**src/rtl/bcd_serial_addsub_if.sv**
```systemverilog
// Operand/result handshake bundle for bcd_serial_addsub.
//   in_valid/in_ready   : operand set transfer (a, b, sub, cin)
//   out_valid/out_ready : result transfer (sum, cout, bad_digit)
// master = producer/consumer side, slave = the adder/subtractor.
interface bcd_serial_addsub_if #(
  parameter int unsigned DIGITS = 4
);
  logic                  in_valid;
  logic                  in_ready;
  logic [4*DIGITS-1:0]   a;
  logic [4*DIGITS-1:0]   b;
  logic                  sub;
  logic                  cin;
  logic                  out_valid;
  logic                  out_ready;
  logic [4*DIGITS-1:0]   sum;
  logic                  cout;
  logic                  bad_digit;

  modport master (
    output in_valid, a, b, sub, cin, out_ready,
    input  in_ready, out_valid, sum, cout, bad_digit
  );

  modport slave (
    input  in_valid, a, b, sub, cin, out_ready,
    output in_ready, out_valid, sum, cout, bad_digit
  );
endinterface

```
**src/rtl/bcd_serial_addsub.sv**
```systemverilog
// Digit-serial packed-BCD adder/subtractor, one decimal digit per clock,
// least-significant digit first (binary add + 6 correction per digit).
// Subtraction uses the nine's complement of B with an initial carry of 1,
// giving ten's complement results; cout=1 then means "no borrow".
// Ports:
//   clk    rising-edge clock
//   rst_n  synchronous reset, active low
//   bus    slave side of bcd_serial_addsub_if:
//          in_valid/in_ready, a, b, sub, cin  -> operand transfer
//          out_valid/out_ready, sum, cout, bad_digit -> result transfer
module bcd_serial_addsub #(
  parameter int unsigned DIGITS = 4
) (
  input  logic               clk,
  input  logic               rst_n,
  bcd_serial_addsub_if.slave bus
);

  localparam int unsigned W    = 4 * DIGITS;
  localparam int unsigned IDXW = (DIGITS > 1) ? $clog2(DIGITS) : 1;

  typedef enum logic [1:0] {
    IDLE,
    RUN,
    DONE
  } state_t;

  state_t            state;
  state_t            state_nxt;

  logic [W-1:0]      a_q;
  logic [W-1:0]      b_q;
  logic [W-1:0]      sum_q;
  logic              sub_q;
  logic              carry_q;
  logic              cout_q;
  logic              bad_q;
  logic [IDXW-1:0]   idx;

  logic              last;
  logic [3:0]        a_d;
  logic [3:0]        b_d;
  logic [3:0]        bd;
  logic [4:0]        t;
  logic [3:0]        digit;
  logic              carry_nxt;
  logic              bad_now;

  // State register
  always_ff @(posedge clk) begin
    if (!rst_n) state <= IDLE;
    else        state <= state_nxt;
  end

  // Next-state logic
  always_comb begin
    state_nxt = state;
    case (state)
      IDLE:    if (bus.in_valid) state_nxt = RUN;
      RUN:     if (last)         state_nxt = DONE;
      DONE:    if (bus.out_ready) state_nxt = IDLE;
      default: state_nxt = IDLE;
    endcase
  end

  // Handshake outputs
  always_comb begin
    bus.in_ready  = (state == IDLE);
    bus.out_valid = (state == DONE);
  end

  assign bus.sum       = sum_q;
  assign bus.cout      = cout_q;
  assign bus.bad_digit = bad_q;

  // Single-digit decimal adder on the digit selected by idx
  always_comb begin
    last      = (idx == IDXW'(DIGITS - 1));
    a_d       = a_q[{idx, 2'b00} +: 4];
    b_d       = b_q[{idx, 2'b00} +: 4];
    bd        = sub_q ? (4'd9 - b_d) : b_d;
    t         = {1'b0, a_d} + {1'b0, bd} + {4'd0, carry_q};
    bad_now   = (a_d > 4'd9) | (b_d > 4'd9);
    if (t > 5'd9) begin
      digit     = t[3:0] + 4'd6;
      carry_nxt = 1'b1;
    end else begin
      digit     = t[3:0];
      carry_nxt = 1'b0;
    end
  end

  // Datapath registers
  always_ff @(posedge clk) begin
    if (!rst_n) begin
      a_q     <= '0;
      b_q     <= '0;
      sum_q   <= '0;
      sub_q   <= 1'b0;
      carry_q <= 1'b0;
      cout_q  <= 1'b0;
      bad_q   <= 1'b0;
      idx     <= '0;
    end else begin
      case (state)
        IDLE: begin
          if (bus.in_valid) begin
            a_q     <= bus.a;
            b_q     <= bus.b;
            sub_q   <= bus.sub;
            carry_q <= bus.sub | bus.cin;
            bad_q   <= 1'b0;
            idx     <= '0;
          end
        end
        RUN: begin
          sum_q[{idx, 2'b00} +: 4] <= digit;
          carry_q <= carry_nxt;
          bad_q   <= bad_q | bad_now;
          idx     <= idx + IDXW'(1);
          if (last) cout_q <= carry_nxt;
        end
        default: ;
      endcase
    end
  end

endmodule

```
**src/flat_wrapper.sv**
```systemverilog
// flat-port wrapper written by rule: the top's interface ports become plain ports
module bcd_serial_addsub_flat 
#(
  parameter int unsigned DIGITS = 4
)
  (clk, rst_n, bus_in_valid, bus_a, bus_b, bus_sub, bus_cin, bus_out_ready, bus_in_ready, bus_out_valid, bus_sum, bus_cout, bus_bad_digit);
  bcd_serial_addsub_if #(.DIGITS(DIGITS)) bus_i ();
  input  logic clk;
  input  logic rst_n;
  input wire logic [$bits(bus_i.in_valid)-1:0] bus_in_valid;
  input wire logic [$bits(bus_i.a)-1:0] bus_a;
  input wire logic [$bits(bus_i.b)-1:0] bus_b;
  input wire logic [$bits(bus_i.sub)-1:0] bus_sub;
  input wire logic [$bits(bus_i.cin)-1:0] bus_cin;
  input wire logic [$bits(bus_i.out_ready)-1:0] bus_out_ready;
  output wire logic [$bits(bus_i.in_ready)-1:0] bus_in_ready;
  output wire logic [$bits(bus_i.out_valid)-1:0] bus_out_valid;
  output wire logic [$bits(bus_i.sum)-1:0] bus_sum;
  output wire logic [$bits(bus_i.cout)-1:0] bus_cout;
  output wire logic [$bits(bus_i.bad_digit)-1:0] bus_bad_digit;
  assign bus_i.in_valid = bus_in_valid;
  assign bus_i.a = bus_a;
  assign bus_i.b = bus_b;
  assign bus_i.sub = bus_sub;
  assign bus_i.cin = bus_cin;
  assign bus_i.out_ready = bus_out_ready;
  assign bus_in_ready = bus_i.in_ready;
  assign bus_out_valid = bus_i.out_valid;
  assign bus_sum = bus_i.sum;
  assign bus_cout = bus_i.cout;
  assign bus_bad_digit = bus_i.bad_digit;
  bcd_serial_addsub #(.DIGITS(DIGITS)) u_core (.clk(clk), .rst_n(rst_n), .bus(bus_i));
endmodule
```
**config.mk**
```make
export PLATFORM = sky130hd
export DESIGN_NAME = bcd_serial_addsub_flat
export DESIGN_NICKNAME = d
export VERILOG_FILES = /design/src/rtl/bcd_serial_addsub_if.sv /design/src/rtl/bcd_serial_addsub.sv /design/src/flat_wrapper.sv
export SDC_FILE = /design/constraint.sdc
export NUM_CORES = 1
export LEC_CHECK = 0
export CAP_MARGIN = 20
export CORE_ASPECT_RATIO = 0.7
export CORE_UTILIZATION = 53
export CTS_BUF_LIST = sky130_fd_sc_hd__clkbuf_8
export DETAILED_ROUTE_END_ITERATION = 12
export GPL_ROUTABILITY_DRIVEN = 0
export PLACE_DENSITY = 0.93
export SYNTH_ARGS = -nofsm -noshare
export SYNTH_HDL_FRONTEND = slang
export SYNTH_SLANG_ARGS = --single-unit
```
**constraint.sdc**
```tcl
create_clock -name clk -period 4.95 [get_ports clk]
set_input_delay 0.99 -clock clk [delete_from_list [all_inputs] [get_ports clk]]
set_output_delay 0.99 -clock clk [all_outputs]
set_load 0.05 [all_outputs]
```
# [Yosys cells after proc, flatten, opt, wreduce, memory -nomap -nowiden]
# Index checks and enable logic that the tools add are counted.
[word_totals] reg_bits=56 out_inout_bits=20
[op_classes] add_sub_neg=6 n_lt_le_gt_ge=3 n_eq_ne=6 shift=4 muxes=14 bitwise_logic=3 reduce_logical=6
[op_table] operator="$shiftx 16x5->4" count=2
[op_table] operator="$bwmux 16" count=1
[op_table] operator="$shift 4x6->16 const A" count=1
[op_table] operator="$shiftx 4x6->16" count=1
[op_table] operator="$gt 4x4->1 const B" count=2
[op_table] operator="$mux 2" count=4
[op_table] operator="$mux 4" count=2
[op_table] operator="$neg 4->6" count=1
[op_table] operator="$pmux 2 s3" count=1
[op_table] operator="$reduce_and 2->1" count=3
[op_table] operator="$add 4x4->5" count=1
[op_table] operator="$add 5x1->5" count=1
[op_table] operator="$gt 5x4->1 const B" count=1
[op_table] operator="$add 4x3->4 const B" count=1
[op_table] operator="$eq 2x2->1 const B" count=2
[op_table] operator="$ne 2x2->1 const B" count=2
[op_table] operator="$pmux 1 s2" count=2
[op_table] operator="$pmux 2 s2" count=1
[op_table] operator="$sub 4x4->4 const A" count=1
[op_table] operator="$mux 1" count=3
[op_table] operator="$or 1x1->1" count=3
[op_table] operator="$reduce_and 3->1" count=1
[op_table] operator="$add 2x1->2 const B" count=1
[op_table] operator="$eq 2x1->1 const B" count=1
[op_table] operator="other kinds (3)" count=3

# [Longest topological paths before layout]
# Gate-level depths: netlist (run 1).
[logic_depth] depth_word=9 mapped_depth=14 depth_no_buf=13

# [Worst setup path before layout (run 1)]
# OpenSTA, ideal clock, no wires.
[synth_timing] kind="reg-to-reg" start="register u_core.idx[0]" end="register u_core.sum_q[14] (netlist: u_core.bus.sum[14])" arrival_ps=3908 required_ps=4876 slack_ps=968 stages_incl_launch_ff=15 n_path_buf=3 period_less_slack_ps=3982 cell_sequence="dfxtp_1 buf_2 buf_2 mux4_2 xor2_1 fa_1 fa_1 buf_2 inv_1 ha_1 nor2b_1 a31o_2 o31ai_2 mux2_2 o21ai_0"
[synth_between] elab_chain_cells=9 word_cells_on_any_way=13 cone_classes="add/sub: 5; order compare: 1; shift: 4; mux: 3"
[synth_rtl] element="start, declared" line="bcd_serial_addsub.sv:38" rtl="logic [IDXW-1:0] idx;"
[synth_rtl] element="start signal, assigned" line="bcd_serial_addsub.sv:120" rtl="idx <= idx + IDXW'(1);"
[synth_rtl] element="$shiftx 16x5->4" line="bcd_serial_addsub.sv:80" rtl="b_d = b_q[{idx, 2'b00} +: 4];"
[synth_rtl] element="$sub 4x4->4" line="bcd_serial_addsub.sv:81" rtl="bd = sub_q ? (4'd9 - b_d) : b_d;"
[synth_rtl] element="$mux 4" line="bcd_serial_addsub.sv:81"
[synth_rtl] element="$add 4x4->5" line="bcd_serial_addsub.sv:82" rtl="t = {1'b0, a_d} + {1'b0, bd} + {4'd0, carry_q};"
[synth_rtl] element="$add 5x1->5" line="bcd_serial_addsub.sv:82"
[synth_rtl] element="$add 4x3->4 / $gt 5x4->1 (equally long branches)" line="bcd_serial_addsub.sv:85, bcd_serial_addsub.sv:84"
[synth_rtl] element="$mux 4" line="bcd_serial_addsub.sv:84" rtl="if (t > 5'd9) begin"
[synth_rtl] element="$shiftx 4x6->16" line="bcd_serial_addsub.sv:117" rtl="sum_q[{idx, 2'b00} +: 4] <= digit;"
[synth_rtl] element="$bwmux 16 *" line="bcd_serial_addsub.sv:117"
[synth_rtl] element="end signal, assigned by index" line="bcd_serial_addsub.sv:117"
[synth_rtl] element="end, declared" line="bcd_serial_addsub.sv:33" rtl="logic [W-1:0] sum_q;"
# Mark *: on every way between the ends. The rest lies on a longest branch, timed or not.
# A chain may end at the register's enable or synchronous reset.

# [Final worst setup path (run 1)]
# Same ends and word-level chain as after synthesis.

==> summary.md, run 1 <==
| Metric | Value |
|---|---|
| Max incr delay on CP | `0.86 ns` |
| Combinational power share | `25.2%` |
| Final TNS setup | `0 ns` |
| Share of layout cells above drive strength 1 | `6.99%` |
| CP max FO | `17` |
| Setup bufs post-CTS | `0` |
| WL per Instance | `15.9 um` |
| Ports | `58` |
| Tcrit/Tclk final | `87.5%` |
| Power Total | `1.05 mW` |
| Vias in the first global route | `2402` |
| Worst setup endpoint | `u_core.bus.sum[14]$_SDFFE_PN0P_` |
| Synth Flop Type | `dfxtp_1` |
| HP Start | `u_core.a_q[14]$_SDFFE_PN0P_` |
| Syn Inst Count | `324` |
| Post-CTS Resized | `0` |
| RR Endpoint | `u_core.bus.sum[14]$_SDFFE_PN0P_` |
| RSZ-0062 raised after global routing | `false` |
| Largest net degree at the start of global routing | `49` |
| Endpoints failing hold | `0` |
| CTS clk-pin slew, worst paths | `0.10 ns` |
| Worst vdd ir | `0.000159 V` |
| CTS Hold Bufs | `0` |
| Final nets | `422` |
| Post-DP HPWL | `4950 um` |
| Number of core rows | `21` |
| Final Core Density | `70.9%` |
| Fin cells | `441` |
| Ant diodes | `0` |
| Worst Path Required | `5.16 ns` |
| Crit path top cell by count | `fa_1` |
| Initial antenna violation count | `0` |
| DR iter-0 viols | `259` |
| Die X-Extent | `87.6 um` |
| Slew Viols, Final | `0` |
| Die height | `61.9 um` |
| CTS H-tree lvls | `2` |
| Internal power | `729 uW` |
| Number of buffers created by CTS | `5` |
| Area of the core | `4860 um2` |
| Routed Antenna Nets | `0` |
| Fraction of registers with async set/reset | `0%` |
| Via Count | `2595` |
| All-Layer GR Usage | `27.1%` |
| Reg2reg start | `u_core.idx[0]$_SDFFE_PN0P_` |
| Area growth, synth to finish | `26.8%` |
| P_leak | `1.25 nW` |
| Slew headroom | `37.1%` |
| CTS tree | `built` |
| Fillers | `368` |
| Post-Syn Area | `2720 um2` |
| Vias per cell | `5.88` |
| Buffers on Ports | `57` |
| Crit-path slowest cell | `fa_1` |
| Switching share of total power | `30.4%` |
| Reg-to-reg slack, setup | `0.62 ns` |
| Die area | `5430 um2` |
| Critical Path Source | `u_core.idx[0]$_SDFFE_PN0P_` |
| Crit path time final | `4.33 ns` |
| Post-synthesis area per instance | `8.40 um2` |
| Drt pass-1 iters | `5` |
| Syn Nets | `375` |
| Initial Util | `56.0%` |
| Seq/Total Area, Yosys | `41.2%` |
| P_sw | `318 uW` |
| Clk buf depth | `2` |
| # DRC | `0` |
| Highest Clock Rate | `0.231 GHz` |
| Crit Path Class | `flop to flop` |
| Status | `finished, final reports clean` |
| Reg2Reg Depth | `11` |
| WL final | `7030 um` |
| Final Instance Area | `3450 um2` |
| Clock root buffer | `clkbuf_8` |
| DP Cell Count | `432` |
| Actual slew at the worst max-slew pin | `0.930 ns` |
| First-pass GRT wire length | `11000 um` |
| Final setup skew | `0.00422 ns` |
| Insertion delay to the later sink of the worst-skew pair | `0.31 ns` |
| CP startpoint kind | `flop` |
| Max Cap Viol | `0` |
| Seq cells post-synth | `56` |
| Synth warn | `0` |
| Post-synth EDFFs | `0` |
| Power share of the clock group | `28.1%` |
| Unique masters post-synth | `47` |
| Clk sinks | `56` |
| Sequential share of power | `46.7%` |
| Grt ovf | `0` |
| Crit-path cells | `mux4_2 -> xor2_1 -> fa_1 -> fa_1 -> inv_1 -> ha_1 -> nor2b_1 -> a31o_2 -> o31ai_2 -> mux2_2 -> o21ai_0` |
| CP arrival | `4.54 ns` |
| Critical Path Sink Type | `flop` |
| Setup Viol. Count Final | `0` |
| Cell area power density | `304 nW/um2` |
| Placed cell areas | `3310 um2` |
| Worst min path class | `flop to flop` |
-- Yosys cell counts, drive strengths merged, types with 6 or more instances --
library cell,count,area [um2]
dfxtp,56,1120
inv,8,30.0
nor2,9,33.8
buf,6,33.8
mux4,8,180
o21ai,12,60.1
nand2,85,319
clkbuf,16,60.1
ha,11,138
nand3,15,75.1
a21oi,45,225
-- how the worst min path moves through the flow --
stage	end	slack, ns	depth (start not counted)
after floorplan	u_core.a_q[10]$_SDFFE_PN0P_	0.43	2
after global placement	u_core.a_q[7]$_SDFFE_PN0P_	0.44	2
after detailed placement	u_core.a_q[14]$_SDFFE_PN0P_	0.44	2
after CTS	u_core.a_q[14]$_SDFFE_PN0P_	0.46	2
after global routing	u_core.b_q[7]$_SDFFE_PN0P_	0.49	2
final	u_core.a_q[14]$_SDFFE_PN0P_	0.46	2
-- cell families after synthesis --
kind of cell / after synthesis / share of synthesized area, %
and+or+nand+nor: 134 / 22.4
xor gates and xnor gates: 3 / 0.966
muxes: 10 / 7.41
adders and majority gates: 13 / 6.53
buffers and inverters: 30 / 4.55
DFF: 56 / 41.2
AOI/OAI and AO/OA: 78 / 16.9
-- cells in the final DEF, fill, tap and decap left out, types with 3 or more instances in the layout --
cell             Yosys  final
a21oi_1             45     45
nor2b_1              4      4
nand3_1             15     15
mux4_2               8      8
ha_1                11     11
nand2_1             85     85
a31oi_1              4      4
o21ai_0             10     10
dfxtp_1             56     56
clkbuf_8             0      5
inv_1                8      9
a22oi_1              4      4
nor2_1               9      9
nor3_1               3      3
nand2b_1             3      3
buf_4                0      4
and2_1               3      3
clkdlybuf4s50_1      0     57
-- power by group through the flow --
stage	combinational [mW]	sequential, mW	clock (mW)
2_1_floorplan	0.166	0.504	0
3_5_place_dp	0.249	0.498	0
3_3_place_gp	0.236	0.497	0
5_1_grt	0.282	0.491	0.312
4_1_cts	0.253	0.488	0.298
6_report	0.264	0.489	0.295
-- metrics by stage --
step	setup WS, ns	hold WS [ns]
global placement	1.10	0.440
detailed placement	0.896	0.444
floorplan	0.968	0.433
global route	0.509	0.486
CTS	0.687	0.457
finish	0.617	0.459
-- cell type report --
| cell class | instances | area (um2) | area share, % |
|---|---|---|---|
| clock buffer | 5 | 68.8 | 2.00 |
| tap | 69 | 86.3 | 2.50 |
| sequential | 56 | 1120 | 32.5 |
| timing repair buffer | 62 | 628 | 18.2 |
| clock inverter | 3 | 38.8 | 1.12 |
| inverter | 8 | 30.0 | 0.871 |
| multi-input combinational | 238 | 1480 | 42.8 |
-- worst max-delay path: cells and delay by family (launching register included) --
family                   cells  cell delay, ns
AND/OR/NAND/NOR              1            0.14
buffers and inverters        1            0.14
multiplexers                 2            0.96
flip-flops                   1            0.38
AO/OA/AOI/OAI                3            0.88
XOR/XNOR                     1            0.17
adder cells (fa/ha/maj)      3            1.55
-- registers in the layout, indices dropped and copies added, names as in the netlist --
name,flops
u_core.b_q,16
u_core.a_q,16
u_core.bus.cout,1
u_core.bus.bad_digit,1
u_core.bus.sum,16
u_core.idx,2
u_core.state,2
u_core.sub_q,1
u_core.carry_q,1
-- metal layers --
metal	up-vias	global-route usage, %	wire length [um]
li1	1212	-	-
met1	1208	36.2	3010
met2	152	42.9	3190
met3	23	5.68	641
met4	0	13.6	183
met5	-	0	0
Power figures use the tool's default switching activity.
==> inputs of run 2 (changes only) <==
==> constraint.sdc (replaced) <==
create_clock -name clk -period 4.7 [get_ports clk]
set_input_delay 0.94 -clock clk [delete_from_list [all_inputs] [get_ports clk]]
set_output_delay 0.94 -clock clk [all_outputs]
set_load 0.05 [all_outputs]
==> run 2 against run 1 <==
Count of clock-buffer cells in the layout up 2. Largest cell class unchanged. Sequential power up 5.3%. Highest routed layer unchanged. Clock power up 16%. Register-to-register slack better by 0.095 ns. Non-clock buffer count up 1.
==> summary.md, run 2 (same netlist as run 1, synthesis figures left out) <==
| Metric | Value |
|---|---|
| Status | `finished, final reports clean` |
| Worst Path Required | `4.94 ns` |
| Clock root buffer | `clkbuf_8` |
| Clk sinks | `56` |
| Final Core Density | `71.5%` |
| Commonest non-fill, non-tap cell in the layout | `nand2_1` |
| Die area | `5430 um2` |
| Power Total | `1.13 mW` |
| Buffers on Ports | `57` |
| Die height | `61.9 um` |
| Post-CTS Resized | `0` |
| RSZ-0062 raised after global routing | `false` |
| Vias per cell | `5.85` |
| Actual slew at the worst max-slew pin | `1.07 ns` |
| Crit Path Class | `flop to flop` |
| First-pass GRT wire length | `10600 um` |
| Insertion delay to the later sink of the worst-skew pair | `0.31 ns` |
| Number of buffers created by CTS | `5` |
| Initial antenna violation count | `0` |
| CTS Hold Bufs | `0` |
| Die X-Extent | `87.6 um` |
| Area growth, synth to finish | `27.7%` |
| Highest Clock Rate | `0.251 GHz` |
| Final TNS setup | `0 ns` |
| Grt ovf | `0` |
| Endpoints failing hold | `0` |
| Hold Path Depth | `2` |
| Largest net degree at the start of global routing | `39` |
| Crit path time final | `3.99 ns` |
| All-Layer GR Usage | `26.3%` |
| Final setup skew | `0.00398 ns` |
| CP arrival | `4.23 ns` |
| Slew headroom | `28.4%` |
| Critical Path Sink Type | `flop` |
| Reg-to-reg slack, setup | `0.71 ns` |
| CP max FO | `18` |
| # DRC | `0` |
| Setup Viol. Count Final | `0` |
| Worst vdd ir | `0.000176 V` |
| CTS tree | `built` |
| Slew Viols, Final | `0` |
| Ports | `58` |
| DR iter-0 viols | `224` |
| Initial Util | `56.0%` |
| Max Cap Viol | `0` |
| Number of core rows | `21` |
| Most frequent cells in the layout | `85 x nand2_1, 57 x clkdlybuf4s50_1, 56 x dfxtp_1, 45 x a21oi_1, 15 x nand3_1` |
| Setup bufs post-CTS | `0` |
| Reg2reg start | `u_core.idx[0]$_SDFFE_PN0P_` |
| CTS H-tree lvls | `2` |
| P_leak | `1.26 nW` |
| CTS clk-pin slew, worst paths | `0.09 ns` |
| Final nets | `423` |
| Area of the core | `4860 um2` |
| Routed Antenna Nets | `0` |
| Vias in the first global route | `2273` |
| WL per Instance | `15.9 um` |
| Worst hold endpoint | `u_core.a_q[14]$_SDFFE_PN0P_` |
| Minimum hold slack | `0.462 ns` |
| Worst min path class | `flop to flop` |
| CP startpoint kind | `flop` |
| Tcrit/Tclk final | `84.8%` |
| RR Endpoint | `u_core.bus.sum[14]$_SDFFE_PN0P_` |
| WL final | `7040 um` |
| Reg2Reg Depth | `14` |
| Ant diodes | `0` |
| Via Count | `2585` |
| Share of layout cells above drive strength 1 | `7.51%` |
| Post-DP HPWL | `4910 um` |
| Drt pass-1 iters | `5` |
| HP Start | `u_core.a_q[14]$_SDFFE_PN0P_` |
| Cell area power density | `326 nW/um2` |
| Clk buf depth | `2` |
==> run 2: area by class of cell <==
class | instances | area [um2]
multi-input cells | 238 | 1480
well taps | 69 | 86.3
repair buffers | 63 | 636
fillers | 352 | 1390
clock buffers | 7 | 96.3
flip-flops and latches | 56 | 1120
inverters | 8 | 30.0
clock inverters | 1 | 30.0
==> run 2: critical path, stage by stage (launching register included) <==
cell and delay (ns):
dfxtp_1 0.38, buf_4 0.28, mux4_2 0.60, inv_1 0.08, ha_1 0.23, nand2_1 0.07, o21ai_0 0.11, ha_1 0.39
xnor2_1 0.19, ha_1 0.25, nor2b_1 0.15, a31o_2 0.28, o31ai_2 0.31, mux2_2 0.41, o21ai_0 0.17
==> run 2: worst max-delay path by stage <==
stage | startpoint | to | slack, ns
floorplan | u_core.idx[0]$_SDFFE_PN0P_ | u_core.bus.sum[14]$_SDFFE_PN0P_ | 0.72
global route | u_core.idx[0]$_SDFFE_PN0P_ | u_core.bus.sum[14]$_SDFFE_PN0P_ | 0.51
CTS | u_core.idx[0]$_SDFFE_PN0P_ | u_core.bus.sum[14]$_SDFFE_PN0P_ | 0.73
detailed placement | u_core.idx[0]$_SDFFE_PN0P_ | u_core.bus.sum[14]$_SDFFE_PN0P_ | 0.86
finish | u_core.idx[0]$_SDFFE_PN0P_ | u_core.bus.sum[14]$_SDFFE_PN0P_ | 0.71
global placement | u_core.idx[0]$_SDFFE_PN0P_ | u_core.bus.sum[10]$_SDFFE_PN0P_ | 1.03
==> run 2: routing by layer <==
layer,up-vias,share of wire [%],global-route usage [%]
met2,142,47,41.5
met1,1201,44,35.1
met5,-,0,0
li1,1222,-,-
met4,0,1.9,12.2
met3,20,7.6,6.08
==> run 2: where the power goes <==
part	total [mW]	switching (mW)	internal, mW
Clock	0.343	0.154	0.188
Sequential	0.515	0.0165	0.498
Combinational	0.275	0.160	0.114
==> run 2: metrics by stage <==
stage	worst slack [ns]	area, um2	cells
final	0.713	3470	442
after CTS	0.734	3450	441
after global placement	1.03	3320	433
after floorplan	0.718	2720	324
after detailed placement	0.864	3320	433
after global routing	0.508	3470	442
